--- config.mk ---
export PLATFORM = sky130hd
export DESIGN_NAME = mem_cycle_arb
export DESIGN_NICKNAME = d
export VERILOG_FILES = /design/src/rtl/mem_cycle_arb.sv
export SDC_FILE = /design/constraint.sdc
export NUM_CORES = 1
export LEC_CHECK = 0
export CAP_MARGIN = 10
export CORE_MARGIN = 5
export CORE_UTILIZATION = 30
export DETAILED_ROUTE_END_ITERATION = 10
export DONT_BUFFER_PORTS = 1
export PLACE_DENSITY_LB_ADDON = 0.05
export SYNTH_ARGS = -nofsm -noshare
export SYNTH_HDL_FRONTEND = slang
export SYNTH_SLANG_ARGS = --single-unit
--- constraint.sdc ---
create_clock -name clk -period 4.06 [get_ports clk]
set_input_delay 0.812 -clock clk [delete_from_list [all_inputs] [get_ports clk]]
set_output_delay 0.812 -clock clk [all_outputs]
set_load 0.05 [all_outputs]
--- src/rtl/mem_cycle_arb.sv ---
// Two-requester memory cycle arbiter.
// A granted cycle runs through a read phase, a one-cycle read strobe, a
// write/restore phase and a one-cycle completion pulse before returning to
// idle. Ties between the processor (0) and the I/O channel (1) are broken
// round-robin. Every output is decoded from registered state only, so there
// is no combinational path from req or en to any output.
module mem_cycle_arb #(
    parameter int T_RD = 4,
    parameter int T_WR = 4
) (
    input  logic       clk,
    input  logic       reset,
    input  logic       en,
    input  logic [1:0] req,
    output logic [1:0] ack,
    output logic [1:0] rs,
    output logic [1:0] done,
    output logic       mem_rd,
    output logic       mem_wr,
    output logic       sel,
    output logic       busy
);

    typedef enum logic [2:0] {
        IDLE = 3'd0,
        RD   = 3'd1,
        STB  = 3'd2,
        WR   = 3'd3,
        DONE = 3'd4
    } state_t;

    // Phase counters are loaded with length-1 and count down to zero.
    localparam logic [7:0] RD_LOAD = 8'(T_RD - 1);
    localparam logic [7:0] WR_LOAD = 8'(T_WR - 1);

    state_t     state_q, state_d;
    logic [7:0] cnt_q, cnt_d;
    logic       sel_q, sel_d;
    logic       last_q, last_d;
    logic       winner;
    logic       ack_phase;

    // Round-robin pick: a lone request wins, a tie goes to whoever was not served last.
    always_comb begin
        winner = req[1];
        if (req == 2'b11) begin
            winner = ~last_q;
        end
    end

    // Next-state logic; requests are only looked at while idle.
    always_comb begin
        state_d = state_q;
        cnt_d   = cnt_q;
        sel_d   = sel_q;
        last_d  = last_q;
        case (state_q)
            IDLE: begin
                if (en && (req != 2'b00)) begin
                    state_d = RD;
                    cnt_d   = RD_LOAD;
                    sel_d   = winner;
                end
            end
            RD: begin
                if (cnt_q == 8'd0) begin
                    state_d = STB;
                end else begin
                    cnt_d = cnt_q - 8'd1;
                end
            end
            STB: begin
                state_d = WR;
                cnt_d   = WR_LOAD;
            end
            WR: begin
                if (cnt_q == 8'd0) begin
                    state_d = DONE;
                end else begin
                    cnt_d = cnt_q - 8'd1;
                end
            end
            DONE: begin
                state_d = IDLE;
                last_d  = sel_q;
            end
            default: begin
                state_d = IDLE;
                cnt_d   = 8'd0;
            end
        endcase
    end

    // State registers; reset abandons any cycle in flight without a done pulse.
    always_ff @(posedge clk or posedge reset) begin
        if (reset) begin
            state_q <= IDLE;
            cnt_q   <= 8'd0;
            sel_q   <= 1'b0;
            last_q  <= 1'b1;
        end else begin
            state_q <= state_d;
            cnt_q   <= cnt_d;
            sel_q   <= sel_d;
            last_q  <= last_d;
        end
    end

    // The counter still holds its load value only in the first read cycle.
    assign ack_phase = (state_q == RD) && (cnt_q == RD_LOAD);

    // Steer the pulse outputs to the current owner only.
    generate
        for (genvar gi = 0; gi < 2; gi++) begin : g_steer
            assign ack[gi]  = ack_phase && (sel_q == 1'(gi));
            assign rs[gi]   = (state_q == STB) && (sel_q == 1'(gi));
            assign done[gi] = (state_q == DONE) && (sel_q == 1'(gi));
        end
    endgenerate

    assign mem_rd = (state_q == RD);
    assign mem_wr = (state_q == WR);
    assign sel    = sel_q;
    assign busy   = (state_q != IDLE);

endmodule

==> impl_metrics.tcl <==
set metrics [dict create \
    worstSetupPathType "reg2out" \
    htreeDepth 1 \
    max-slew-margin-rel_pct 35.4 \
    dpl_cell_area_um2 882 \
    tightestPinTransition_ns 0.965 \
    synth_nets 103 \
    multi_input_comb_area_um2 468 \
    crit_family "simple AND/OR/NAND/NOR gates" \
    syn_area_um2 818 \
    worstReg2RegStart "sel$_DFFE_PP0P_" \
    grt_pass1_vias 721 \
    path_cells "inv_1 -> nor2_1" \
    synth_area_leaders "dfrtp_1, o21ai_0, nand2_1" \
    clockBufferDepth 2 \
    clock-sinks 13 \
    drc_errors 0 \
    cap_violations 0 \
    die-height_um 62.2 \
    insertion_delay_ns 0.29 \
    fin_nets 109 \
    hold_path.class "in2async" \
    die_width_um 62.2 \
    start_kind "register" \
    syn_inst 96 \
    ctsResizeCount 0 \
    yosys_warnings 0 \
    irDropWorstVdd_uv 172 \
    clk_pin_slew_ns 0.10 \
    final_common_cell "dfrtp_1" \
    initial_core_util_pct 30.5 \
    numCtsBuffers 3 \
    max_stage_delay_ns 0.78 \
    drt-total-wl_um 2010 \
    groute.usage.overall_pct 11.0 \
    dominantRegCellSynth "dfrtp_1" \
    grt_max_degree 14 \
    wire_per_inst_um 15.2 \
    dp_hpwl_um 1510 \
    async_flop_share_pct 100 \
    io_buffer_count 0 \
    cp_max_fo 6 \
    end_kind "output pin" \
    via_count 703 \
    antenna_found_initial 0 \
    diodes 0 \
    required_ns 3.25 \
    arrival_ns 1.98 \
    status "finished clean" \
    first_pass_iters 4 \
    vias_per_cell 5.33 \
    synth.distinct_cells 35 \
    first_iter_violations 21 \
    fillers 290 \
    num_rows 19 \
    rsz0062_at_grt "no" \
    io_pins 15 \
    die-area_um2 3870 \
    yosys.area.top_type "dfrtp_1" \
    wl_met2_um 899 \
    cts_tree "yes" \
    r2r_slack_ns 2.18 \
    drv_slew 0 \
    final_core_util_pct 33.8 \
    drive_gt1_share_pct 16.8 \
    power.leakage_nw 0.342 \
    grt_pass1_wl_um 3430 \
    seq_area_frac_synth_pct 39.9 \
    path_buf_inv 1 \
    top_layer_used "met4" \
    stdcell_area_um2 908 \
    gp_congestion 0.766 \
    fin_crit_sh_pct 68.8 \
    core_um2 2690 \
    skew_ns 0.0139 \
    power_density_nw_per_um2 246 \
    gr-total-overflow 0 \
    synth_top_area_share_pct 36.7 \
    area_growth_pct 11.0 \
    wl_met3_um 132 \
    finalSetupViolCount 0 \
    postSynthAreaPerCell_um2 8.52 \
    register_area_um2 327 \
    ctsHoldBuffers 0 \
    synth-seq-cells 13 \
    final_antenna_net_count 0 \
    reg2reg_depth 3 \
    fmax_mhz 358 \
    power_mw 0.224 \
    mostFrequentLayoutCells "dfrtp_1, nor2_1, nand2_1" \
    met1_length_um 932 \
    hold_violations 0 \
    cp_slowest_cell "nor2_1" \
    finalCriticalPeriod_ns 2.79 \
    synth-edff-count 0 \
    setup_tns_ns 0 \
    root_buffer "clkbuf_4" \
    r2r_end "last_q$_DFFE_PP1N_" \
    post-cts-setup-buffer-count 0 \
]
## synthesized netlist by cell type (2+ instances only)
master	instances
o21ai_1	2
dfrtp_1	12
inv_1	5
buf_2	2
ha_1	2
nor4b_1	2
nor2b_1	2
nand2b_1	2
nand3_1	2
nor2_1	11
a21oi_1	6
o21ai_0	9
nor3_1	6
nand4_1	2
nand2_1	11
## worst max-delay path by stage
stage	start	end	depth (start not counted)
2_1_floorplan	sel$_DFFE_PP0P_	rs[1]	2
3_3_place_gp	sel$_DFFE_PP0P_	done[1]	2
3_5_place_dp	sel$_DFFE_PP0P_	done[1]	2
4_1_cts	sel$_DFFE_PP0P_	done[1]	2
5_1_grt	sel$_DFFE_PP0P_	done[1]	2
6_report	sel$_DFFE_PP0P_	done[1]	2
## cell families (layout without fill, tap and decap cells)
| family | Yosys count | count (layout) | share of synthesized area (%) |
|---|---|---|---|
| and+or+nand+nor | 47 | 47 | 32.6 |
| DFF | 13 | 13 | 39.9 |
| AOI/OAI and AO/OA | 24 | 24 | 17.6 |
| xor gates and xnor gates | 1 | 1 | 1.07 |
| adders and majority gates | 2 | 2 | 3.06 |
| buffers and inverters | 8 | 13 | 4.43 |
| muxes | 1 | 1 | 1.38 |
## metal layers
metal	vias to the layer above	global-route usage, %
met3	5	3.06
li1	351	-
met1	323	14.1
met5	-	0
met4	0	6.50
met2	24	16.5
## layout make-up
class / count / area share [%]
Inverter: 5 / 2.07
Clock buffer: 4 / 2.89
Multi-Input combinational cell: 75 / 51.5
Sequential cell: 13 / 36.0
Tap cell: 31 / 4.27
Timing Repair Buffer: 4 / 3.31
## through the flow
| step | setup WS [ns] | std cells | hold WS, ns |
|---|---|---|---|
| floorplan | 0.740 | 96 | 0.494 |
| global placement | 1.60 | 128 | 0.507 |
| detailed placement | 1.58 | 128 | 0.505 |
| CTS | 1.24 | 132 | 0.459 |
| global route | 1.18 | 132 | 0.478 |
| finish | 1.27 | 132 | 0.439 |
## power breakdown
group,leakage [nW],switching [mW],internal [mW]
clock network,0.0150,0.0479,0.0382
registers,0.146,0.00276,0.130
logic,0.181,0.00395,0.000960
## flip-flops by register name (all words and copies together), names as in the netlist
| register | cells |
|---|---|
| state_q | 3 |
| sel | 1 |
| last_q | 1 |
| cnt_q | 8 |
## worst register-to-register path: cells and delay by family, from the launching register on
family	cells	cell delay [ns]
AND/OR/NAND/NOR	1	0.78
AO/OA/AOI/OAI	1	0.14
flip-flops	1	0.73
buffers and inverters	1	0.18
(Power assumes the default switching activity.)
